File: src/rtl/ysyx_22040386_hazard_pkg.sv
// Shared encodings for the pipeline hazard controller: FSM states, control bundle, fixed bundles.
package ysyx_22040386_hazard_pkg;

   localparam logic [1:0] ST_RUN      = 2'd0;
   localparam logic [1:0] ST_MEM_WAIT = 2'd1;
   localparam logic [1:0] ST_TIMEOUT  = 2'd2;

   typedef struct packed {
      logic pc_we;
      logic if_id_we;
      logic if_id_flush;
      logic id_ex_we;
      logic id_ex_flush;
      logic ex_mem_we;
      logic mem_wb_flush;
   } ctrl_t;

   localparam ctrl_t CTRL_RUN = '{
      pc_we: 1'b1, if_id_we: 1'b1, if_id_flush: 1'b0, id_ex_we: 1'b1,
      id_ex_flush: 1'b0, ex_mem_we: 1'b1, mem_wb_flush: 1'b0
   };

   // Everything holds; only MEM/WB takes a bubble so WB does not retire the stalled access twice.
   localparam ctrl_t CTRL_FREEZE = '{
      pc_we: 1'b0, if_id_we: 1'b0, if_id_flush: 1'b0, id_ex_we: 1'b0,
      id_ex_flush: 1'b0, ex_mem_we: 1'b0, mem_wb_flush: 1'b1
   };

   localparam ctrl_t CTRL_RESET = '{
      pc_we: 1'b0, if_id_we: 1'b0, if_id_flush: 1'b1, id_ex_we: 1'b0,
      id_ex_flush: 1'b1, ex_mem_we: 1'b0, mem_wb_flush: 1'b1
   };

   function automatic logic [31:0] sat_inc32(input logic [31:0] v);
      return (v == '1) ? v : v + 32'd1;
   endfunction

endpackage

File: src/rtl/ysyx_22040386_hazard_perf.sv
// Saturating event counters for the hazard controller (built only with HAZARD_PERF_CNT_EN).
module ysyx_22040386_hazard_perf
   import ysyx_22040386_hazard_pkg::*;
(
   input  logic        clk,
   input  logic        rst_n,
   input  logic        loaduse_inc,
   input  logic        memwait_inc,
   input  logic        redirect_inc,
   output logic [31:0] loaduse_cnt,
   output logic [31:0] memwait_cnt,
   output logic [31:0] redirect_cnt
);

   always_ff @(posedge clk or negedge rst_n) begin
      if (!rst_n) begin
         loaduse_cnt  <= '0;
         memwait_cnt  <= '0;
         redirect_cnt <= '0;
      end else begin
         if (loaduse_inc)  loaduse_cnt  <= sat_inc32(loaduse_cnt);
         if (memwait_inc)  memwait_cnt  <= sat_inc32(memwait_cnt);
         if (redirect_inc) redirect_cnt <= sat_inc32(redirect_cnt);
      end
   end

endmodule

File: src/rtl/ysyx_22040386_hazard_ctrl.sv
// Stall/flush controller for the 5-stage pipeline: load-use bubble, memory-wait freeze, redirect flush.
// Optional build macro HAZARD_PERF_CNT_EN adds three saturating performance counters.
module ysyx_22040386_hazard_ctrl
   import ysyx_22040386_hazard_pkg::*;
#(
   parameter int unsigned MEM_TIMEOUT = 255,
   parameter int unsigned CNT_W       = 8
) (
   input  logic       i_clk,
   input  logic       i_rst_n,
   input  logic       i_IF_valid,
   input  logic [4:0] i_IF_ID_reg_rd_addr1,
   input  logic [4:0] i_IF_ID_reg_rd_addr2,
   input  logic       i_IF_ID_rs1_used,
   input  logic       i_IF_ID_rs2_used,
   input  logic       i_ID_EX_MemRead,
   input  logic [4:0] i_ID_EX_reg_wr_addr,
   input  logic       i_EX_redirect,
   input  logic       i_MEM_req,
   input  logic       i_MEM_ack,
   output logic       o_pc_we,
   output logic       o_IF_ID_we,
   output logic       o_IF_ID_flush,
   output logic       o_ID_EX_we,
   output logic       o_ID_EX_flush,
   output logic       o_EX_MEM_we,
   output logic       o_MEM_WB_flush,
   output logic       o_mem_timeout,
   output logic [1:0] o_state
`ifdef HAZARD_PERF_CNT_EN
   ,
   output logic [31:0] o_perf_loaduse_cnt,
   output logic [31:0] o_perf_memwait_cnt,
   output logic [31:0] o_perf_redirect_cnt
`endif
);

   localparam bit             TIMEOUT_EN  = (MEM_TIMEOUT != 0);
   localparam logic [CNT_W-1:0] TIMEOUT_CNT = CNT_W'(MEM_TIMEOUT);

   logic [1:0]       state, state_nxt;
   logic [CNT_W-1:0] cnt, cnt_nxt;
   logic             timeout_q, timeout_nxt;

   logic  mem_stall, load_use, rs1_hit, rs2_hit, freeze;
   ctrl_t ctrl;

   assign mem_stall = i_MEM_req && !i_MEM_ack;
   assign rs1_hit   = i_IF_ID_rs1_used && (i_IF_ID_reg_rd_addr1 == i_ID_EX_reg_wr_addr);
   assign rs2_hit   = i_IF_ID_rs2_used && (i_IF_ID_reg_rd_addr2 == i_ID_EX_reg_wr_addr);
   assign load_use  = i_ID_EX_MemRead && (i_ID_EX_reg_wr_addr != 5'd0) && (rs1_hit || rs2_hit);

   // After a timeout the pipe stays held on a dropped request too; only an ack releases it.
   assign freeze = mem_stall || ((state == ST_TIMEOUT) && !i_MEM_ack);

   // NOTE: every path assigns ctrl from a full default first, so no latch can be inferred.
   always_comb begin
      ctrl = CTRL_RUN;
      if (!i_rst_n) begin
         ctrl = CTRL_RESET;
      end else if (freeze) begin
         ctrl = CTRL_FREEZE;
      end else if (i_EX_redirect) begin
         ctrl.if_id_flush = 1'b1;
         ctrl.id_ex_flush = 1'b1;
      end else if (load_use) begin
         ctrl.pc_we       = 1'b0;
         ctrl.if_id_we    = 1'b0;
         ctrl.id_ex_flush = 1'b1;
      end else if (!i_IF_valid) begin
         ctrl.pc_we       = 1'b0;
         ctrl.if_id_flush = 1'b1;
      end
   end

   always_comb begin
      state_nxt   = state;
      cnt_nxt     = cnt;
      timeout_nxt = timeout_q;
      case (state)
         ST_RUN: begin
            if (mem_stall) begin
               state_nxt = ST_MEM_WAIT;
               cnt_nxt   = CNT_W'(1);
            end
         end
         ST_MEM_WAIT: begin
            if (!mem_stall) begin
               state_nxt = ST_RUN;
               cnt_nxt   = '0;
            end else if (TIMEOUT_EN && (cnt == TIMEOUT_CNT)) begin
               state_nxt   = ST_TIMEOUT;
               timeout_nxt = 1'b1;
            end else if (cnt != '1) begin
               cnt_nxt = cnt + CNT_W'(1);
            end
         end
         ST_TIMEOUT: begin
            if (i_MEM_ack) begin
               state_nxt = ST_RUN;
               cnt_nxt   = '0;
            end
         end
         default: begin
            state_nxt = ST_RUN;
            cnt_nxt   = '0;
         end
      endcase
   end

   // NOTE: state flops use non-blocking assignments so all of them update together at the edge.
   always_ff @(posedge i_clk or negedge i_rst_n) begin
      if (!i_rst_n) begin
         state     <= ST_RUN;
         cnt       <= '0;
         timeout_q <= 1'b0;
      end else begin
         state     <= state_nxt;
         cnt       <= cnt_nxt;
         timeout_q <= timeout_nxt;
      end
   end

   assign o_pc_we        = ctrl.pc_we;
   assign o_IF_ID_we     = ctrl.if_id_we;
   assign o_IF_ID_flush  = ctrl.if_id_flush;
   assign o_ID_EX_we     = ctrl.id_ex_we;
   assign o_ID_EX_flush  = ctrl.id_ex_flush;
   assign o_EX_MEM_we    = ctrl.ex_mem_we;
   assign o_MEM_WB_flush = ctrl.mem_wb_flush;
   assign o_mem_timeout  = timeout_q;
   assign o_state        = state;

`ifdef HAZARD_PERF_CNT_EN
   logic perf_loaduse, perf_memwait, perf_redirect;

   assign perf_loaduse  = (state == ST_RUN) && !freeze && !i_EX_redirect && load_use;
   assign perf_memwait  = (state == ST_MEM_WAIT) || (state == ST_TIMEOUT);
   assign perf_redirect = !freeze && i_EX_redirect;

   ysyx_22040386_hazard_perf u_perf (
      .clk          (i_clk),
      .rst_n        (i_rst_n),
      .loaduse_inc  (perf_loaduse),
      .memwait_inc  (perf_memwait),
      .redirect_inc (perf_redirect),
      .loaduse_cnt  (o_perf_loaduse_cnt),
      .memwait_cnt  (o_perf_memwait_cnt),
      .redirect_cnt (o_perf_redirect_cnt)
   );
`endif

endmodule

File: config.mk
export PLATFORM = sky130hd
export DESIGN_NAME = ysyx_22040386_hazard_ctrl
export DESIGN_NICKNAME = d
export VERILOG_FILES = /design/src/rtl/ysyx_22040386_hazard_pkg.sv /design/src/rtl/ysyx_22040386_hazard_perf.sv /design/src/rtl/ysyx_22040386_hazard_ctrl.sv
export SDC_FILE = /design/constraint.sdc
export NUM_CORES = 1
export LEC_CHECK = 0
export CORE_MARGIN = 2
export CORE_UTILIZATION = 42
export DETAILED_ROUTE_END_ITERATION = 10
export HOLD_SLACK_MARGIN = 0.03
export PLACE_DENSITY = 0.79
export SETUP_SLACK_MARGIN = 0.4
export SKIP_CTS_REPAIR_TIMING = 1
export SYNTH_ARGS = -nofsm -noshare
export SYNTH_HDL_FRONTEND = slang
export SYNTH_SLANG_ARGS = --single-unit
File: constraint.sdc
create_clock -name i_clk -period 3.7 [get_ports i_clk]
set_clock_uncertainty 0.15 [all_clocks]
set_input_delay 1.11 -clock i_clk [delete_from_list [all_inputs] [get_ports i_clk]]
set_output_delay 1.11 -clock i_clk [all_outputs]
set_load 0.005 [all_outputs]
### Yosys cells after proc, flatten, opt, wreduce, memory -nomap -nowiden

Cells that the tools add are included.

* $add $sub $neg: 1
* equality and inequality tests: 11
* multiplexer cells: 25
* reduce and logical (&&, ||, !) cells: 14

Operators with widths (count)
* 8-bit two-way mux: 5
* 8-bit case mux with 3 select lines: 1
* 2-bit two-way mux: 6
* 5-bit == test: 2
* 1-bit two-way mux: 10
* 3-bit inequality test (second input constant): 3
* 8-bit by 1-bit adder with 8-bit output (second input constant): 1
* 8-bit == test (second input constant): 1
* 8-bit inequality test (second input constant): 1
* 7-bit two-way mux: 1
* 1-bit logical AND: 6
* 2-bit case mux with 3 select lines: 1
* 3-bit AND reduction: 2
* 5-bit nonzero test: 1
* 2-bit inequality test (second input constant): 2
* 4-bit AND reduction: 1
* 3-bit two-way mux: 1
* 2-bit by 1-bit == test with 1-bit output (second input constant): 1
* 2-bit == test (second input constant): 1
* 2-bit logical NOT: 1
* 1-bit logical OR: 2
* 1-bit logical NOT: 1

* register bits: 11
* bits of input ports: 24
* output and inout port bits: 10
* word-level logic and storage cells: 54

### Longest topological paths before layout

Gate-level depths: netlist of run 1.

* word-level depth: 8
* mapped depth: 5

### Worst setup path after synthesis of run 1

OpenSTA, ideal clock, no wires.

* path kind: input to output
* from: input port i_ID_EX_reg_wr_addr[0]
* to: output port o_ID_EX_flush
* arrival time: 2.151 ns
* data required time: 2.440 ns
* path slack: 0.289 ns
* stages on the path: 4
* path buffers: 0
* cell sequence: or4_4 o21ai_2 nor2b_1 a221o_1

* word-level cells in the longest chain between the ends: 8

Ends and longest elaborated chain
* from (decl): line ysyx_22040386_hazard_ctrl.sv:17 `input logic [4:0] i_ID_EX_reg_wr_addr,`
* 5-bit == test (on tied branches): line ysyx_22040386_hazard_ctrl.sv:49, ysyx_22040386_hazard_ctrl.sv:50
* 1-bit logical AND (on tied branches): line ysyx_22040386_hazard_ctrl.sv:49, ysyx_22040386_hazard_ctrl.sv:50
* 1-bit logical OR: line ysyx_22040386_hazard_ctrl.sv:51 `assign load_use = i_ID_EX_MemRead && (i_ID_EX_reg_wr_addr != 5'd0) && (rs1_hit || rs2_hit);`
* 1-bit logical AND *: line ysyx_22040386_hazard_ctrl.sv:51
* 1-bit two-way mux *: line ysyx_22040386_hazard_ctrl.sv:66 `end else if (load_use) begin`
* 1-bit two-way mux *: line ysyx_22040386_hazard_ctrl.sv:63 `end else if (i_EX_redirect) begin`
* 1-bit two-way mux *: line ysyx_22040386_hazard_ctrl.sv:61 `end else if (freeze) begin`
* 7-bit two-way mux *: line ysyx_22040386_hazard_ctrl.sv:59 `if (!i_rst_n) begin`
* to (decl): line ysyx_22040386_hazard_ctrl.sv:25 `output logic o_ID_EX_flush,`

Every way passes the cells marked *; elsewhere a longest branch is shown, timed or not.

### Worst setup path after layout of run 1

* from: input port i_ID_EX_reg_wr_addr[4]
* to: output port o_ID_EX_flush

The elaborated chain is that of the path after synthesis.

==> summary.md, run 1 <==
| Metric | Value |
|---|---|
| Status | complete, no violations |
| Setup violators final | 0 |
| Mux share of post-synthesis cell area | approximately 6.3% |
| Ports | 34 |
| Vias per cell | 5.133 |
| Initial Util | 46.04% |
| Non-filler instance count after layout | 166 |
| Total wire length | around 2100 um |
| Synthesized flop and latch total | 11 |
| WP data required | 2.44 ns |
| Critical-path cell list | buf_6 -> or4_4 -> o21ai_4 -> nor2b_1 -> a221o_1 -> clkbuf_2 |
| Combinational family with the most area after synthesis | simple AND/OR/NAND/NOR gates |
| Sequential Area | 275.3 um^2 |
| Die Y-Extent | a little under 50 um |
| Pwr Total | 0.3039 mW |
| Clock-pin slew on the worst setup and hold paths | 0.07 ns |
| Number of global-route vias before repair | 753 |
| Initial antenna violation count | 0 |
| ANT nets after route | 0 |
| Critical path startpoint category | primary input |
| Leak pwr | 0.7292 nW |
| Drt wl/cell | 12.38 um |
| Fin. Hold Viols | 0 |
| Grt ovf | 0 |
| Buf/Inv on CP | 2 |
| Largest net degree at the start of global routing | 12 |
| Unrepaired setup endpoints after global routing | true |
| Met2 routed WL | 1067 um |
| Share of layout cells above drive strength 1 | 25.53% |
| Num CTS Buffers | 3 |
| Worst path slowest cell | or4_4 |
| Post-Synth Adder-Cell Area | between 1.5 and 2% |
| Drt drc | 0 |
| Iteration-0 DRC count of the detailed router | 17 |
| Core ar. | 1783 um^2 |
| Number of iterations in the first detailed-routing pass | 4 |
| Crit path largest cell delay | around 0.53 ns |
| Power density cells | ~230 nW/um^2 |
| Clock Path Buffers | 2 |
| Min-delay worst type | register to register |
| Netlist Area Pre-Place | 820.8 um^2 |
| Hold depth | 1 |
| Antenna cells | 0 |
| Metal-1 WL | 856 um |
| Tot GR Track Use | 18.98% |
| Fin Hold WS | 0.3215 ns |
| Crit Path Class | primary input to primary output |
| Synth Area in Simple Gates | around 29% |
| Site row count | 15 |
| Die ar. | 2324 um^2 |
| Clock sinks | 11 |
| Placed Cells | 160 |
| Sequential area share after synthesis | 33.54% |
| Multi-input logic area | 554.3 um^2 |
| Synth Area in XOR/XNOR | 10.67% |
| Synth Net Count | 117 |
| DR vias | 852 |
| Critical Path Fanout Max | 2 |
| Worst-Margin Slew | 0.3716 ns |
| Worst-Skew Late Latency | 0.27 ns |
| Setup_tns | 0 ns |
| Die Width | 48.21 um |
| Total number of yosys warnings | 0 |
| First-pass GRT wire length | between 3000 and 4000 um |
| Max-slew violation count | 0 |
| Synth Area in Compound Gates | 16.77% |
| CP endpoint kind | primary output |
| CTS HTree Levels | 1 |
| Syn_area_per_cell | slightly below 9 um^2 |
| Worst VDD drop | 0.0001277 V |
| Post-route clock period utilization | a little over nine tenths |
| Fin crit period | roughly 3.6 ns |
| Post-DP HPWL | 1607 um |
| Cell depth of the worst setup path | 6 |
| Netlist cell types | 35 |
| GPL Wtd Cong | 0.8144 |
| Layout fillers | 142 |
| F_max | 276.0 MHz |
| Post-synthesis cell count | 92 |
| Crit path arrival time | roughly 2.4 ns |
| Metal3 WL | ~90 um |
| CTS tree | yes |
| Clk root buf | clkbuf_4 |
| Layout area overhead | 63.26% |
| Delay-heaviest family, CP | simple AND/OR/NAND/NOR gates |
| Fin nets | 167 |
| Max Cap Violations | 0 |
| Highest metal used | met4 |
| PortBufs | 33 |
| R2R cell count | 4 |
| Rel. slew slack | 74.59% |
[synthesized netlist by cell type]
cell / count / area, um^2
a2111oi_0: 1 / 8.760
a21o_1: 2 / 15.01
a21oi_1: 7 / 35.03
a221o_1: 1 / 10.01
a31oi_1: 2 / 12.51
a32o_1: 1 / 10.01
and2_1: 1 / 6.260
and3_1: 3 / 18.77
and4_1: 1 / 8.760
and4bb_2: 1 / 12.51
buf_4: 1 / 7.510
dfrtp_1: 11 / 275.3
ha_1: 1 / 12.51
inv_1: 4 / 15.01
mux2_2: 1 / 11.26
mux2i_1: 4 / 40.04
nand2_1: 9 / 33.78
nand2_2: 1 / 6.260
nand2b_1: 6 / 37.54
nand3_1: 2 / 10.01
nand3b_1: 2 / 15.01
nand4_1: 5 / 31.28
nand4b_1: 1 / 8.760
nor2_1: 2 / 7.510
nor2b_1: 1 / 6.260
nor3_1: 1 / 5.000
o211ai_1: 1 / 7.510
o21a_1: 1 / 7.510
o21ai_0: 2 / 10.01
o21ai_2: 1 / 8.760
o22ai_1: 2 / 12.51
or2_1: 1 / 6.260
or3b_1: 1 / 8.760
or4_4: 1 / 11.26
xnor2_1: 10 / 87.58
[stage by stage]
step,instance area (um^2),util (%),worst slack (ns)
floorplan,820.8,-,0.2901
global placement,1257,70.53,-0.6089
detailed placement,1257,70.53,-0.6445
CTS,1284,72.00,-0.6431
global route,1340,75.16,0.03753
finish,1340,75.16,0.07627
[cell usage in the layout, fill, tap and decap left out, types with 2 or more instances in the layout]
| master | count |
|---|---|
| dlymetal6s2s_1 | 16 |
| buf_4 | 12 |
| dfrtp_1 | 11 |
| xnor2_1 | 9 |
| clkdlybuf4s50_1 | 9 |
| nand2_1 | 8 |
| nand2b_1 | 6 |
| nand4_1 | 5 |
| a21oi_1 | 5 |
| mux2i_1 | 4 |
| clkbuf_2 | 4 |
| and3_1 | 3 |
| clkbuf_4 | 3 |
| buf_2 | 3 |
| nor2_1 | 2 |
| inv_2 | 2 |
| a21o_1 | 2 |
| nand2_2 | 2 |
| a21oi_2 | 2 |
| inv_1 | 2 |
| nand3b_1 | 2 |
| o21ai_0 | 2 |
| a31oi_1 | 2 |
| nand3_1 | 2 |
| buf_6 | 2 |
[power by group]
part | switching, mW | internal (mW)
combinational | 0.0382 | 0.0538
sequential | 0.00404 | 0.124
clock | 0.0420 | 0.0418
[logic make-up after synthesis]
kind of cell             after synthesis
AO/OA/AOI/OAI                         21
XOR/XNOR                              10
adder cells (fa/ha/maj)                1
buffers and inverters                  5
flip-flops                            11
multiplexers                           5
AND/OR/NAND/NOR                       39
[path summary, 6_finish.rpt]
check / slack, ns / from / end
worst max-delay path: 0.08 / i_ID_EX_reg_wr_addr[4] / o_ID_EX_flush
worst min register to register: 0.32 / o_mem_timeout / o_mem_timeout
min in group asynchronous: 0.75 / i_rst_n / o_state[1]
worst min-delay path: 0.32 / o_mem_timeout / o_mem_timeout
max in group asynchronous: 2.50 / i_rst_n / cnt[4]
worst max register to register: 1.83 / o_state[1] / cnt[0]
[per-layer routing]
| metal | track usage, % | vias to the layer above |
|---|---|---|
| li1 | - | 440 |
| met1 | 20.14 | 378 |
| met2 | 35.26 | 30 |
| met3 | 3.704 | 4 |
| met4 | 9.189 | 0 |
| met5 | 0 | - |
[flip-flops by register name, indices dropped and copies added (netlist names)]
signal and count:
cnt 8, o_state 2, o_mem_timeout 1
[area by class of cell]
| class | instances | share of cell area, % |
|---|---|---|
| Sequential cell | 11 | 20.54 |
| Clock buffer | 4 | 1.961 |
| Timing Repair Buffer | 46 | 32.68 |
| Inverter | 4 | 1.120 |
| Multi-Input combinational cell | 76 | 41.36 |
| Tap cell | 25 | 2.334 |
(Power assumes the default switching activity.)
==> run 2, diff against run 1 <==
--- a/config.mk
+++ b/config.mk
@@ -5,13 +5,15 @@
 export SDC_FILE = /design/constraint.sdc
 export NUM_CORES = 1
 export LEC_CHECK = 0
+export ABC_AREA = 0
 export CORE_MARGIN = 2
 export CORE_UTILIZATION = 42
 export DETAILED_ROUTE_END_ITERATION = 10
 export HOLD_SLACK_MARGIN = 0.03
-export PLACE_DENSITY = 0.79
+export PLACE_DENSITY = 0.78
 export SETUP_SLACK_MARGIN = 0.4
 export SKIP_CTS_REPAIR_TIMING = 1
+export SKIP_LAST_GASP = 1
 export SYNTH_ARGS = -nofsm -noshare
 export SYNTH_HDL_FRONTEND = slang
 export SYNTH_SLANG_ARGS = --single-unit
==> run 2 against run 1 <==
Against the previous run:
- utilization decreased by 1.5 points
- combinational power decreased by 3.5%
- design area decreased by 2.1%
- via count increased by 4.1%
- count of clock-buffer cells in the layout unchanged
- critical path type unchanged
==> summary.md, run 2 (synthesis gave the netlist of run 1 again) <==
| Metric | Value |
|---|---|
| Status | complete, no violations |
| Drt wl/cell | 12.70 um |
| Min-delay worst type | register to register |
| Num CTS Buffers | 3 |
| Clock-pin slew on the worst setup and hold paths | 0.08 ns |
| Post-DP HPWL | roughly 1600 um |
| Die ar. | 2324 um^2 |
| CTS tree | yes |
| Fin nets | 165 |
| Layout area overhead | 59.91% |
| Worst-Skew Late Latency | roughly 0.27 ns |
| Largest net degree at the start of global routing | 12 |
| Setup violators final | 0 |
| Number of global-route vias before repair | 735 |
| Number of iterations in the first detailed-routing pass | 4 |
| Drt drc | 0 |
| Crit path arrival time | around 2.4 ns |
| Fin crit period | approximately 3.6 ns |
| GPL Wtd Cong | 0.8047 |
| Crit Path Class | primary input to primary output |
| Placed Instance Area | 1235 um^2 |
| Worst VDD drop | 0.0001458 V |
| Crit path largest cell delay | ~0.53 ns |
| Final instance area | 1313 um^2 |
| Share of layout cells above drive strength 1 | 22.30% |
| Largest Register | cnt |
| Max-slew violation count | 0 |
| Max Cap Violations | 0 |
| Rel. slew slack | 72.44% |
| First-pass GRT wire length | 2877 um |
| Critical path startpoint category | primary input |
| Ports | 34 |
| Leak pwr | 0.7148 nW |
| Site row count | 15 |
| F_max | 274.4 MHz |
| Clk root buf | clkbuf_4 |
| Most frequent cells in the layout | dlymetal6s2s_1, dfrtp_1, buf_4, xnor2_1, clkdlybuf4s50_1 |
| WP data required | approximately 2.4 ns |
| Critical Path Fanout Max | 2 |
| Initial antenna violation count | 0 |
| Fin. Hold Viols | 0 |
| Die Y-Extent | ~48 um |
| PortBufs | 33 |
| Worst-Margin Slew | 0.4030 ns |
| Vias per cell | 5.409 |
| ANT nets after route | 0 |
| DR vias | 887 |
| Pwr Total | 0.3006 mW |
| Antenna cells | 0 |
| Largest register FFs | 8 |
| CP endpoint kind | primary output |
| Fin Hold WS | 0.3411 ns |
| Total wire length | 2083 um |
| CTS HTree Levels | 1 |
| Power density cells | 229.0 nW/um^2 |
| Unrepaired setup endpoints after global routing | true |
| Most common cell after layout, fill and taps aside | dlymetal6s2s_1 |
| Iteration-0 DRC count of the detailed router | 25 |
| Grt ovf | 0 |
| Clock Path Buffers | 2 |
| Post-route clock period utilization | 98.48% |
| Worst path slowest cell | or4_4 |
| Core ar. | between 1500 and 2000 um^2 |
| Layout fillers | 125 |
| Placed Cells | 157 |
| Clock sinks | 11 |
| Critical-path cell list | buf_6 -> or4_4 -> o21ai_4 -> nor2b_1 -> a221o_1 -> buf_2 |
| Die Width | 48.21 um |
| Initial Util | between 40% and 50% |
| Tot GR Track Use | between 10% and 20% |
| Non-filler instance count after layout | about 160 |
==> run 2: cell types whose count changed in the layout (fill, tap and decap cells not counted), sizes merged <==
cell,before,now
clkbuf,8,6
==> run 2: final timing paths <==
path,cells after the start,startpoint,endpoint,slack (ns)
max,6,i_ID_EX_reg_wr_addr[4],o_ID_EX_flush,0.06
min,1,o_mem_timeout,o_mem_timeout,0.34
max reg2reg,5,cnt[0],cnt[0],1.79
min reg2reg,1,o_mem_timeout,o_mem_timeout,0.34
max in group asynchronous,2,i_rst_n,cnt[7],2.49
min in group asynchronous,2,i_rst_n,cnt[4],0.76
==> run 2: critical path, delay by kind of cell <==
kind,cells,cell delay [ns]
buf+inv,2,0.22
compound gates,2,0.46
simple gates,2,0.59
==> run 2: per-stage QoR <==
step,util [%],TNS (ns),setup slack [ns]
5_1_grt,73.61,0,0.02249
2_1_floorplan,-,0,0.2901
4_1_cts,70.74,-2.585,-0.6755
6_report,73.61,0,0.05623
3_3_place_gp,69.26,-2.437,-0.6493
3_5_place_dp,69.26,-2.561,-0.6743
==> run 2: area by class of cell <==
cell class                      instances  area [um^2]  share of cell area (%)
Multi-Input combinational cell         76        539.3                   41.09
Timing Repair Buffer                   44        425.4                   32.41
Sequential cell                        11        275.3                   20.97
Tap cell                               25        31.28                   2.383
Clock buffer                            4        26.28                   2.002
Inverter                                4        15.01                   1.144
==> run 2: layer usage <==
layer  vias up  wire [um]  part of all wire [%]  track usage, %
met4         0         29                   1.4           4.865
met5         -          0                     0               0
met3         4        118                   5.7           3.333
met1       418        817                    39           19.73
met2        34       1117                    54           32.89
li1        431          -                     -               -
==> run 2: where the power goes <==
part	internal [mW]	switching [mW]	leakage, nW
Sequential	0.124	0.00429	0.149
Clock	0.0417	0.0418	0.0150
Combinational	0.0520	0.0368	0.551
